$ cat src/rtl/axis_arb_pkg.sv
// -----------------------------------------------------------------------------
// axis_arb_pkg
// Shared types and helpers for the packet-level AXI-Stream round-robin arbiter.
//   arb_state_t : arbitration FSM state (IDLE waits for requests, BUSY owns a
//                 packet until its tlast beat is accepted)
//   rr_pick     : round-robin search over a request vector starting at ptr
// -----------------------------------------------------------------------------
package axis_arb_pkg;

    typedef enum logic {
        IDLE = 1'b0,
        BUSY = 1'b1
    } arb_state_t;

    // Upper bound on the number of requesters rr_pick can scan.
    localparam int unsigned MAX_REQ   = 32;
    localparam int unsigned MAX_REQ_W = 5;

    // Returns the first index i with req[i] set, searching upward from ptr and
    // wrapping num-1 -> 0. Only bits [num-1:0] of req are considered. When no
    // bit is set the result is ptr; callers only use it when a request exists.
    function automatic int unsigned rr_pick(
        input logic [MAX_REQ-1:0] req,
        input int unsigned        ptr,
        input int unsigned        num
    );
        int unsigned pick;
        int unsigned idx;
        logic        found;
        pick  = ptr;
        found = 1'b0;
        for (int unsigned k = 0; k < MAX_REQ; k++) begin
            idx = ptr + k;
            if (idx >= num) begin
                idx = idx - num;
            end
            if ((k < num) && !found && req[idx[MAX_REQ_W-1:0]]) begin
                pick  = idx;
                found = 1'b1;
            end
        end
        return pick;
    endfunction

endpackage

$ cat src/rtl/axis_out_reg.sv
// -----------------------------------------------------------------------------
// axis_out_reg
// Single-entry registered output stage with valid/ready load-drain behaviour.
// The upstream side is only allowed to assert load when the stage can take a
// beat (empty, or draining in the same cycle); the caller enforces that.
//   clock     : rising-edge clock
//   resetn    : synchronous active-low reset (clears data and valid)
//   load      : capture load_data this cycle
//   load_data : beat to capture (W bits)
//   out_ready : downstream ready
//   out_data  : registered beat, held stable while stalled
//   out_valid : registered beat is valid
// -----------------------------------------------------------------------------
module axis_out_reg #(
    parameter int W = 8
) (
    input  logic         clock,
    input  logic         resetn,
    input  logic         load,
    input  logic [W-1:0] load_data,
    input  logic         out_ready,
    output logic [W-1:0] out_data,
    output logic         out_valid
);

    logic [W-1:0] data_p1;
    logic         vld_p1;

    // ---- stage p1: output register ----
    always_ff @(posedge clock) begin
        if (!resetn) begin
            data_p1 <= '0;
            vld_p1  <= 1'b0;
        end else if (load) begin
            // A load wins over a drain: a simultaneous drain+load keeps valid high.
            data_p1 <= load_data;
            vld_p1  <= 1'b1;
        end else if (vld_p1 && out_ready) begin
            vld_p1  <= 1'b0;
        end
    end

    assign out_data  = data_p1;
    assign out_valid = vld_p1;

endmodule

$ cat src/rtl/axis_rr_arbiter.sv
// -----------------------------------------------------------------------------
// axis_rr_arbiter
// Packet-level round-robin arbiter sharing one AXI-Stream master among NUM
// slaves. A grant is held until the granted requester's tlast beat is accepted,
// so packets never interleave. Output is registered (axis_out_reg).
//   clock, resetn : rising-edge clock, synchronous active-low reset
//   s_tdata       : NUM*dw slave data, requester i at [i*dw +: dw]
//   s_tvalid      : per-requester valid
//   s_tready      : per-requester ready (only the granted bit can be high)
//   s_tlast       : per-requester end-of-packet
//   m_tdata       : shared output data
//   m_tvalid      : shared output valid
//   m_tready      : downstream ready
//   m_tlast       : shared output end-of-packet
//   m_tid         : index of the requester that sourced the output beat
// -----------------------------------------------------------------------------
module axis_rr_arbiter
    import axis_arb_pkg::*;
#(
    parameter  int dw  = 8,
    parameter  int NUM = 4,
    localparam int IDW = $clog2(NUM)
) (
    input  logic              clock,
    input  logic              resetn,
    input  logic [NUM*dw-1:0] s_tdata,
    input  logic [NUM-1:0]    s_tvalid,
    output logic [NUM-1:0]    s_tready,
    input  logic [NUM-1:0]    s_tlast,
    output logic [dw-1:0]     m_tdata,
    output logic              m_tvalid,
    input  logic              m_tready,
    output logic              m_tlast,
    output logic [IDW-1:0]    m_tid
);

    arb_state_t         state, state_nxt;
    logic [IDW-1:0]     gnt, gnt_nxt;
    logic [IDW-1:0]     rr_ptr, rr_ptr_nxt;
    logic [IDW-1:0]     pick;
    logic [MAX_REQ-1:0] req_ext;
    logic [dw-1:0]      s_data_arr [NUM];
    logic               gnt_ready;
    logic               accept;
    logic               out_vld;

    for (genvar i = 0; i < NUM; i++) begin : g_unpack
        assign s_data_arr[i] = s_tdata[i*dw +: dw];
    end

    always_comb begin
        req_ext           = '0;
        req_ext[NUM-1:0]  = s_tvalid;
    end

    assign pick = IDW'(rr_pick(req_ext, 32'(rr_ptr), NUM));

    // Ready depends only on registered state, never on s_tvalid.
    assign gnt_ready = !out_vld || m_tready;
    assign accept    = (state == BUSY) && s_tvalid[gnt] && gnt_ready;

    always_ff @(posedge clock) begin
        if (!resetn) begin
            state  <= IDLE;
            gnt    <= '0;
            rr_ptr <= '0;
        end else begin
            state  <= state_nxt;
            gnt    <= gnt_nxt;
            rr_ptr <= rr_ptr_nxt;
        end
    end

    always_comb begin
        state_nxt  = state;
        gnt_nxt    = gnt;
        rr_ptr_nxt = rr_ptr;
        s_tready   = '0;
        case (state)
            IDLE: begin
                if (|s_tvalid) begin
                    gnt_nxt   = pick;
                    state_nxt = BUSY;
                end
            end
            BUSY: begin
                s_tready[gnt] = gnt_ready;
                // Packet ends on an accepted tlast beat; the pointer moves past
                // the finished requester so the others get a turn first.
                if (accept && s_tlast[gnt]) begin
                    state_nxt  = IDLE;
                    rr_ptr_nxt = (gnt == IDW'(NUM - 1)) ? '0 : gnt + 1'b1;
                end
            end
            default: begin
                state_nxt = IDLE;
            end
        endcase
    end

    axis_out_reg #(
        .W (dw + 1 + IDW)
    ) u_out_reg (
        .clock     (clock),
        .resetn    (resetn),
        .load      (accept),
        .load_data ({s_data_arr[gnt], s_tlast[gnt], gnt}),
        .out_ready (m_tready),
        .out_data  ({m_tdata, m_tlast, m_tid}),
        .out_valid (out_vld)
    );

    assign m_tvalid = out_vld;

endmodule

$ cat config.mk
export PLATFORM = sky130hd
export DESIGN_NAME = axis_rr_arbiter
export DESIGN_NICKNAME = d
export VERILOG_FILES = /design/src/rtl/axis_arb_pkg.sv /design/src/rtl/axis_out_reg.sv /design/src/rtl/axis_rr_arbiter.sv
export SDC_FILE = /design/constraint.sdc
export NUM_CORES = 1
export LEC_CHECK = 0
export CAP_MARGIN = 10
export CELL_PAD_IN_SITES_DETAIL_PLACEMENT = 0
export CELL_PAD_IN_SITES_GLOBAL_PLACEMENT = 1
export CORE_MARGIN = 1.5
export CORE_UTILIZATION = 50
export CTS_CLUSTER_SIZE = 8
export DETAILED_ROUTE_END_ITERATION = 7
export DONT_BUFFER_PORTS = 1
export HOLD_SLACK_MARGIN = 0.05
export PLACE_DENSITY = 0.81
export SLEW_MARGIN = 30
export SYNTH_ARGS = -nofsm -noshare
export SYNTH_HDL_FRONTEND = slang
export SYNTH_SLANG_ARGS = --single-unit
export TNS_END_PERCENT = 100
$ cat constraint.sdc
create_clock -name clock -period 3.7 [get_ports clock]
set_clock_uncertainty 0.2 [all_clocks]
set_input_delay 0.925 -clock clock [delete_from_list [all_inputs] [get_ports clock]]
set_output_delay 0.925 -clock clock [all_outputs]
set_load 0.02 [all_outputs]
Yosys cells after proc, flatten, opt, wreduce, memory -nomap -nowiden:

Cells that the tools add are included.

* add/sub/neg operators: 8
* order comparisons: 11
* eq/ne operators: 1
* mux-type cells: 35
* bitwise gates (word level): 3
* reduce and logical (&&, ||, !) cells: 17

Operators with widths (number)
* $lt A5 B6 Y1 const B: 4
* $bmux W1 S5: 4
* $mux W5: 4
* $bmux W8 S2: 1
* $mux W8: 2
* $mux W1: 14
* $ge A3 B3 Y1 const B: 4
* $sub A3 B3 Y4 const B: 3
* $mux W2: 5
* $logic_and A1 B1 Y1: 8
* $add A2 B2 Y3 const B: 2
* $and A4 B4 Y4: 1
* $bmux W1 S2: 2
* $logic_not A1 Y1: 4
* $mux W4: 1
* $reduce_and A2 Y1: 2
* $reduce_or A4 Y1: 1
* $sub A2 B3 Y4 const B: 1
* $add A2 B1 Y3 const B: 1
* $ge A2 B3 Y1 const B: 1
* $lt A2 B3 Y1 const B: 1
* $not A2 Y3: 1
* $add A2 B1 Y2 const B: 1
* $demux W1 S2: 1
* 6 further kinds: 6

* register bits after elaboration: 17
* logic and storage cells: 80

Longest topological paths before layout:

Gate-level depths: netlist of run 1.

* word-level depth: 14
* gate-level depth with buffers: 8
* gate-level depth less buffers: 7

Cells and area by module:

From an unflattened synthesis of run 1, not the netlist that was laid out.

* cells, all modules: 120
* area, all modules: 1272.5 µm²

By module, submodules not included
* axis_rr_arbiter: times used 1, cells an instance 82, area an instance 824.5 µm², sequential area each 100.1 µm²
* axis_out_reg: times used 1, cells an instance 38, area an instance 447.9 µm², sequential area each 240.2 µm²

Least setup slack after synthesis of run 1:

No wires, ideal clock.

* path kind: input-to-output
* start point: input port m_tready
* end point: output port s_tready[0]
* data arrival time: 1.479 ns
* data required time: 2.575 ns
* setup slack: 1.096 ns
* stages: 2
* path buffers: 0
* path through: or2b_2 -> and3_1

* cells in the longest elaborated chain, start to end: 3

RTL lines
* start: declaration: RTL line axis_rr_arbiter.sv:32 `input logic m_tready,`
* $logic_or A1 B1 Y1: RTL line axis_rr_arbiter.sv:59 `assign gnt_ready = !out_vld || m_tready;`
* $and A4 B4 Y4 (no line)
* $mux W4: RTL line axis_rr_arbiter.sv:79 `case (state)`
* end: declaration: RTL line axis_rr_arbiter.sv:28 `output logic [NUM-1:0] s_tready,`

Every way passes these cells.

Worst setup path after layout of run 1:

* start point: register gnt[0]
* end point: output port s_tready[2]

* cells in the longest elaborated chain, start to end: 6

RTL lines
* start: declaration: RTL line axis_rr_arbiter.sv:38 `logic [IDW-1:0] gnt, gnt_nxt;`
* start signal: assignment: RTL line axis_rr_arbiter.sv:69 `gnt <= gnt_nxt;`
* $lt A2 B3 Y1 (implied by the code) or $ge A2 B1 Y1 (tied branches): RTL line axis_rr_arbiter.sv:87 `s_tready[gnt] = gnt_ready;`
* $logic_and A1 B1 Y1 (implied by the code): RTL line axis_rr_arbiter.sv:87
* $mux W1 (implied by the code): RTL line axis_rr_arbiter.sv:87
* $demux W1 S2 (*): RTL line axis_rr_arbiter.sv:87
* $and A4 B4 Y4 (no line) (*)
* $mux W4 (*): RTL line axis_rr_arbiter.sv:79

Mark *: on every way between the ends. The rest lies on a longest branch, timed or not.

==> results of run 1 <==
==> kinds of logic (layout without fill, tap and decap cells) <==
family / Yosys count / after routing
adder cells (fa/ha/maj): 8 / 8
buffers and inverters: 11 / 8
AO/OA/AOI/OAI: 15 / 15
multiplexers: 28 / 28
AND/OR/NAND/NOR: 43 / 43
flip-flops: 17 / 17
==> registers in the layout, summed over array words and instances, names as in the netlist <==
name / count
u_out_reg.out_data: 11
rr_ptr: 2
u_out_reg.out_valid: 1
gnt: 2
state: 1
==> power groups by stage <==
| stage | registers [mW] | clock network [mW] | logic, mW |
|---|---|---|---|
| 2_1_floorplan | 0.229 | 0 | 0.151 |
| 3_3_place_gp | 0.249 | 0 | 0.131 |
| 3_5_place_dp | 0.250 | 0 | 0.133 |
| 4_1_cts | 0.246 | 0.102 | 0.134 |
| 5_1_grt | 0.250 | 0.111 | 0.145 |
| 6_report | 0.244 | 0.0959 | 0.133 |
==> synthesized netlist by cell type (all sizes together) <==
cell,number,area (µm²)
mux2i,15,150
nand3,3,20.0
mux4,10,236
clkbuf,2,17.5
mux2,3,33.8
nor3,3,15.0
nor3b,2,15.0
buf,4,50.1
and3,5,31.3
clkdlybuf4s15,1,10.0
inv,4,15.0
dfxtp,17,340
o311ai,1,8.76
nor2b,14,87.6
ha,8,100
o31ai,1,7.51
or2b,1,8.76
a21oi,6,30.0
o221a,2,22.5
nor2,3,11.3
or3,2,12.5
nand2,8,37.5
a32oi,1,8.76
nand3b,1,7.51
a21boi,3,22.5
and2,1,7.51
a211oi,1,7.51
==> worst max-delay path, cell delays in order, from the launching register on <==
cell	delay, ps
dfxtp_1	850
inv_1	160
ha_1	250
and3_1	210
==> final cells by class <==
type | instances | area, µm² | area share
well taps | 30 | 37.5 | 0.0288
multi-input cells | 94 | 882 | 0.678
flip-flops and latches | 17 | 340 | 0.262
clock buffers | 4 | 26.3 | 0.0202
inverters | 4 | 15.0 | 0.0115
==> worst max-delay path by stage <==
stage / end / depth (start not counted)
global placement: s_tready[2] / 2
floorplan: s_tready[0] / 2
CTS: s_tready[2] / 3
global route: s_tready[2] / 3
finish: s_tready[2] / 3
detailed placement: gnt[1] / 6
==> stage by stage <==
stage          setup slack (ps)  total power, mW  instances  instance area, µm²
4_1_cts                     777            0.482        149                1300
3_3_place_gp               1080            0.380        145                1270
6_report                    830            0.473        149                1300
5_1_grt                     634            0.506        149                1300
3_5_place_dp               1070            0.383        145                1270
2_1_floorplan              1100            0.380        122                1320
==> layer usage <==
layer,up-vias,routed length [µm],GRT usage
li1,447,-,-
met5,-,0,0
met1,436,977,0.179
met2,31,1270,0.283
met4,0,0,0.0250
met3,0,143,0.0628
==> cell usage in the layout, fill, tap and decap left out, types with 3 or more instances in the layout <==
cell type   n
nor3_1      3
a21oi_1     6
mux2_2      3
mux4_2      7
nor2_1      3
and3_1      5
mux4_1      3
ha_1        8
mux2i_1    15
clkbuf_4    3
nor2b_1    14
dfxtp_1    17
nand2_1     7
inv_1       4
==> qor.csv, run 1 <==
metric,value,unit
cts_tree,built,
status,"complete, no violations",
arrival,1750,ps
power_frac_seq,0.516,
ys_ff_latch,17,
synth-simple-area-share,0.193,
p_comb_frac,0.281,
ys_seq_area_frac,0.259,
power_density,363,nW/µm²
routed_wl,2.39,mm
final_core_util,0.525,
min_path_cells,2,
crit_fanout,16,
drive_gt1_frac,0.160,
synth_compound_area_frac,0.0818,
clk_latency,280,ps
p_sw,0.153,mW
crit_start,gnt[0],
synth_nets,173,
synth_fa_ha_area_frac,0.0761,
timing.fmax,348,MHz
rsz0062_at_grt,false,
fin_nets,171,
start_kind,flip-flop,
routed_via_density,6.13,
post_cts_resized,0,
worst_pin_slew,789,ps
cts_setup_buffers,0,
synth_top_family_by_area,multiplexers,
period_needed,2870,ps
netlist-cell-type-count,34,
ctsHtreeMaxLevel,1,
io_pins,59,
portBuffers,0,
whs,375,ps
initial_core_util,0.531,
rows,18,
final_antenna_net_count,0,
criticalPathCategory,flip-flop to output port,
critPathRequiredTime,2570,ps
grt-ovfl-total,0,
hp-class,flip-flop to flip-flop,
holdBufCountCts,0,
hold_viol_final,0,
cell_internal_pwr,0.319,mW
drtPass1Iterations,4,
synth.area.mux_share,0.320,
root_buffer,clkbuf_4,
avgSynthCellArea,10.8,µm²
slew_headroom,0.474,
p_leak,0.530,nW
grt_pass1_wl,3.35,mm
cts_sinks,17,
syn_inst,122,
r2r-start,rr_ptr[0],
die_w,54.3,µm
min_from,u_out_reg.out_data[2],
reg2reg_slack,1070,ps
synth-xor-area-share,0,
min_period_over_period,0.776,
antennaDiodeCount,0,
clkTransAtPathRegs,90,ps
fill_cells,229,
peakVddDrop,0.297,mV
cts_inserted_buffers,3,
cap_violations,0,
hpwl,1.84,mm
r2r_end,gnt[1],
setup_tns,0,ps
grt_max_degree,20,
pwr-share-clk,0.203,
grt_pass1_vias,781,
die_height,54.3,µm
swShare,0.324,
setup_viol_count_final,0,
wire_per_inst,16.0,µm
drc,0,
coreArea,2480,µm²
grt.total_usage,0.158,
vias,914,
hold_end,u_out_reg.out_data[2],
globalplace.congestion,0.801,
final_max_slew_viol_count,0,
cts_buffer_depth,2,
r2r_cells,6,
first_iter_violations,15,
fp.dieArea,2950,µm²
syn2layout_area_growth,-1.05,%
netlist_area,1320,µm²
ys.warnings.count,0,
crit_path_end_kind,output port,
antenna_found_initial,0,
Power figures use the tool's default switching activity.
==> inputs of run 2 (changes only) <==
- CORE_UTILIZATION: 50 -> 42
- PLACE_DENSITY: 0.81 -> 0.73
- clock period: 3.7 -> 2.45 ns (I/O delays scaled with it)
==> run 2 against run 1 <==
Sequential power up 42%. Utilization down 8.1 points. Total power up 55%. Flip-flop and latch count unchanged. Combinational power up 78%. Final area up 2.6%. Clock power up 54%. Clock-buffer cell count unchanged. Cell count up 4.7%. Largest power group unchanged.
==> qor.csv, run 2 (synthesized netlist as in run 1, its figures left out) <==
metric,value,unit,change
final_antenna_net_count,0,,unchanged
crit_path_end_kind,flip-flop,,
rows,20,,+2
grt-ovfl-total,0,,unchanged
slew_headroom,0.698,,+0.224
final_common_cell,dfxtp_1,,
power,0.732,mW,+55%
final_max_slew_viol_count,0,,unchanged
root_buffer,clkbuf_4,,
fp.dieArea,3480,µm²,+18%
p_leak,0.551,nW,+4.0%
reg2reg_slack,260,ps,-810 ps
setup_tns,0,ps,unchanged
r2r_end,gnt[1],,
cts_sinks,17,,unchanged
drtPass1Iterations,4,,unchanged
critPathRequiredTime,2440,ps,-130 ps
hp-class,primary input to flip-flop,,
postLayoutCellArea,1340,µm²,+2.6%
cts_setup_buffers,0,,unchanged
cts_inserted_buffers,3,,unchanged
vias,934,,+2.2%
whs,250,ps,-126 ps
cts_tree,built,,
fill_cells,303,,+32%
period_needed,2190,ps,
holdBufCountCts,0,,unchanged
grt.total_usage,0.159,,+0.000324
worst_pin_slew,453,ps,-335 ps
setup_viol_count_final,0,,unchanged
status,"complete, no violations",,
grt_max_degree,20,,unchanged
arrival,2180,ps,+430 ps
min_path_cells,1,,-1
critPathSlowestCell,ha_1,,
r2r_cells,6,,unchanged
portBuffers,0,,unchanged
fin_nets,175,,+2.3%
grt_pass1_vias,876,,+12%
largest_register_ffs,11,,unchanged
routed_via_density,5.99,,-2.4%
crit_chain,inv_1 > ha_1 > mux2_2 > a32oi_1 > o311ai_0 > o221a_2,,
clkTransAtPathRegs,90,ps,about the same
final_cell_mix,"dfxtp_1, mux2i_1, nor2b_1",,
drive_gt1_frac,0.187,,+0.0273
syn2layout_area_growth,1.52,%,
antennaDiodeCount,0,,unchanged
dpl-instance-area,1310,µm²,+2.7%
post_cts_resized,0,,unchanged
ctsHtreeMaxLevel,1,,unchanged
min_from,resetn,,
crit_fanout,8,,-8
hold_viol_final,0,,unchanged
initial_core_util,0.438,,-0.0929
cts_buffer_depth,2,,unchanged
peakVddDrop,0.292,mV,-1.6%
wire_per_inst,16.7,µm,+4.0%
first_iter_violations,59,,+44
min_period_over_period,0.895,,
cap_violations,0,,unchanged
r2r-start,rr_ptr[1],,
rsz0062_at_grt,false,,
die_height,59.0,µm,+8.6%
critPathTopFamily,compound AO/OA/AOI/OAI gates,,
globalplace.congestion,0.842,,+5.2%
slowest_delay,400,ps,-450 ps
drc,0,,unchanged
power_density,549,nW/µm²,+51%
worst-path-buf-inv,1,,unchanged
clk_latency,290,ps,about the same
start_kind,flip-flop,,
hold_end,u_out_reg.out_data[8],,
io_pins,59,,unchanged
grt_pass1_wl,4.07,mm,+21%
die_w,59.0,µm,+8.6%
routed_wl,2.60,mm,+8.8%
antenna_found_initial,0,,unchanged
hpwl,1.97,mm,+7.4%
timing.fmax,456,MHz,
coreArea,3000,µm²,+21%
criticalPathCategory,flip-flop to flip-flop,,
run 2: cell types whose count changed in the layout (fill, tap and decap cells not counted):
cell	previous run	this run
buf_4	0	4
run 2: routing by layer:
layer  global-route usage  vias to the layer above  share of wire
met3               0.0484                        4          0.068
met1                0.194                      442           0.43
met4               0.0584                        0          0.015
met5                    0                        -              0
met2                0.262                       30           0.49
li1                     -                      458              -
run 2: power breakdown:
part	switching [mW]	leakage (nW)	internal [mW]
Sequential	0.0455	0.139	0.302
Clock	0.0846	0.0150	0.0633
Combinational	0.111	0.397	0.126
run 2: worst max-delay path by stage:
stage                                   start           to  slack (ps)  depth (start not counted)
after floorplan                     rr_ptr[0]       gnt[1]         180                          7
after global placement              rr_ptr[1]       gnt[1]         350                          6
after detailed placement            rr_ptr[1]       gnt[1]         280                          6
after CTS                 u_out_reg.out_valid  s_tready[3]         260                          2
after global routing                rr_ptr[1]       gnt[1]         140                          6
final                               rr_ptr[1]       gnt[1]         260                          6
run 2: per-stage QoR:
step                      std cells  setup slack [ps]   util
after floorplan                 122               180      -
after global placement          152               348  0.436
after detailed placement        152               285  0.436
after CTS                       156               258  0.445
after global routing            156               135  0.445
final                           156               257  0.445
run 2: cell type report:
cell class | count | area (µm²) | share of cell area
clock buffer | 4 | 26.3 | 0.0197
inverter | 4 | 15.0 | 0.0112
multi-input combinational | 94 | 882 | 0.661
sequential | 17 | 340 | 0.255
tap | 33 | 41.3 | 0.0309
timing repair buffer | 4 | 30.0 | 0.0225
==> inputs of run 3 (changes only) <==
- PLACE_DENSITY: 0.73 -> default
- PLACE_DENSITY_LB_ADDON: default -> 0.1
==> run 3 against run 2 <==
Routed wire length is 0.58% lower. Utilization is the same. First-iteration DRC count down 47%. Largest power group unchanged. Clock power is essentially flat. Critical endpoint is now s_tready[3]. Flip-flop and latch count is the same. Register-to-register slack about the same. Cell count stayed put. Non-clock buffer count unchanged.
==> qor.csv, run 3 (synthesized netlist as in run 1, its figures left out) <==
metric,value,unit,change
status,"complete, no violations",,
fp.dieArea,3480,µm²,unchanged
peakVddDrop,0.290,mV,-0.83%
fill_cells,314,,+3.6%
hold_end,u_out_reg.out_data[9],,
worst_pin_slew,414,ps,-39.6 ps
drtPass1Iterations,4,,unchanged
setup_viol_count_final,0,,unchanged
fin_cells,156,,unchanged
largest_register_ffs,11,,unchanged
critPathRequiredTime,1640,ps,-800 ps
reg2reg_slack,270,ps,about the same
min_period_over_period,0.893,,-0.00189
power_density,547,nW/µm²,-0.27%
r2r_cells,6,,unchanged
r2r_end,gnt[1],,
hold_viol_final,0,,unchanged
antennaDiodeCount,0,,unchanged
rsz0062_at_grt,false,,
routed_wl,2.58,mm,-0.58%
final_common_cell,dfxtp_1,,
p_leak,0.551,nW,unchanged
grt_pass1_vias,854,,-2.5%
io_pins,59,,unchanged
cts_tree,built,,
min_from,resetn,,
whs,257,ps,+7.47 ps
cts_sinks,17,,unchanged
critPathTopFamily,simple AND/OR/NAND/NOR gates,,
min_path_cells,1,,unchanged
cts_setup_buffers,0,,unchanged
postLayoutCellArea,1340,µm²,unchanged
syn2layout_area_growth,1.52,%,unchanged
crit_chain,or2b_2 > and3_1,,
wire_per_inst,16.6,µm,-0.58%
hpwl,1.93,mm,-2.2%
coreArea,3000,µm²,unchanged
grt.total_usage,0.144,,-0.0149
clk_latency,280,ps,about the same
cts_buffer_depth,2,,unchanged
crit_fanout,6,,-2
timing.fmax,457,MHz,+0.21%
antenna_found_initial,0,,unchanged
holdBufCountCts,0,,unchanged
clkTransAtPathRegs,90,ps,about the same
globalplace.congestion,0.807,,-4.1%
crit_path_end_kind,output port,,
die_w,59.0,µm,unchanged
fin_nets,175,,unchanged
worst-path-buf-inv,0,,-1
slew_headroom,0.724,,+0.0264
hp-class,primary input to flip-flop,,
grt-ovfl-total,0,,unchanged
critPathSlowestCell,dfxtp_1,,
place_inst,152,,unchanged
start_kind,flip-flop,,
criticalPathCategory,flip-flop to output port,,
initial_core_util,0.438,,unchanged
arrival,1380,ps,-800 ps
r2r-start,rr_ptr[1],,
setup_tns,0,ps,unchanged
rows,20,,unchanged
cap_violations,0,,unchanged
first_iter_violations,31,,-47%
die_height,59.0,µm,unchanged
portBuffers,0,,unchanged
root_buffer,clkbuf_4,,
drc,0,,unchanged
post_cts_resized,0,,unchanged
final_cell_mix,"dfxtp_1, mux2i_1, nor2b_1",,
period_needed,2190,ps,-4.62 ps
vias,917,,-1.8%
slowest_delay,450,ps,+50 ps
grt_max_degree,20,,unchanged
grt_pass1_wl,3.84,mm,-5.6%
dpl-instance-area,1310,µm²,unchanged
final_antenna_net_count,0,,unchanged
final_max_slew_viol_count,0,,unchanged
routed_via_density,5.88,,-1.8%
ctsHtreeMaxLevel,1,,unchanged
cts_inserted_buffers,3,,unchanged
drive_gt1_frac,0.187,,unchanged
==> run 3: cell counts in the layout (fill, tap and decap cells not counted) <==
Identical to the previous run, type by type.
==> run 3: worst max-delay path by stage <==
stage                        start     endpoint  slack [ps]  depth (start not counted)
2_1_floorplan            rr_ptr[0]       gnt[1]         180                          7
3_3_place_gp             rr_ptr[0]       gnt[1]         330                          6
3_5_place_dp             rr_ptr[1]       gnt[1]         280                          6
4_1_cts        u_out_reg.out_valid  s_tready[3]         250                          2
5_1_grt                  rr_ptr[1]       gnt[1]         100                          7
6_report       u_out_reg.out_valid  s_tready[3]         260                          2
==> run 3: cell type report <==
cell class	instances	area (µm²)	share of cell area
clock buffers	4	26.3	0.0197
inverters	4	15.0	0.0112
multi-input cells	94	882	0.661
flip-flops and latches	17	340	0.255
well taps	33	41.3	0.0309
repair buffers	4	30.0	0.0225
==> run 3: metal layers <==
| layer | share of wire | global-route usage | routed length, µm |
|---|---|---|---|
| met5 | 0 | 0 | 0 |
| met4 | 0 | 0.00974 | 0 |
| met3 | 0.077 | 0.0571 | 198 |
| met2 | 0.50 | 0.240 | 1280 |
| met1 | 0.43 | 0.184 | 1110 |
==> run 3: metrics by stage <==
stage / setup slack [ps] / total power, mW / utilization
finish: 262 / 0.730 / 0.445
global route: 98.1 / 0.784 / 0.445
CTS: 246 / 0.744 / 0.445
detailed placement: 285 / 0.594 / 0.436
global placement: 328 / 0.591 / 0.436
floorplan: 180 / 0.574 / -
==> run 3: power breakdown <==
part	leakage, nW	switching [mW]	internal [mW]
registers	0.139	0.0449	0.302
clock network	0.0150	0.0824	0.0632
logic	0.397	0.112	0.126
total	0.551	0.239	0.491
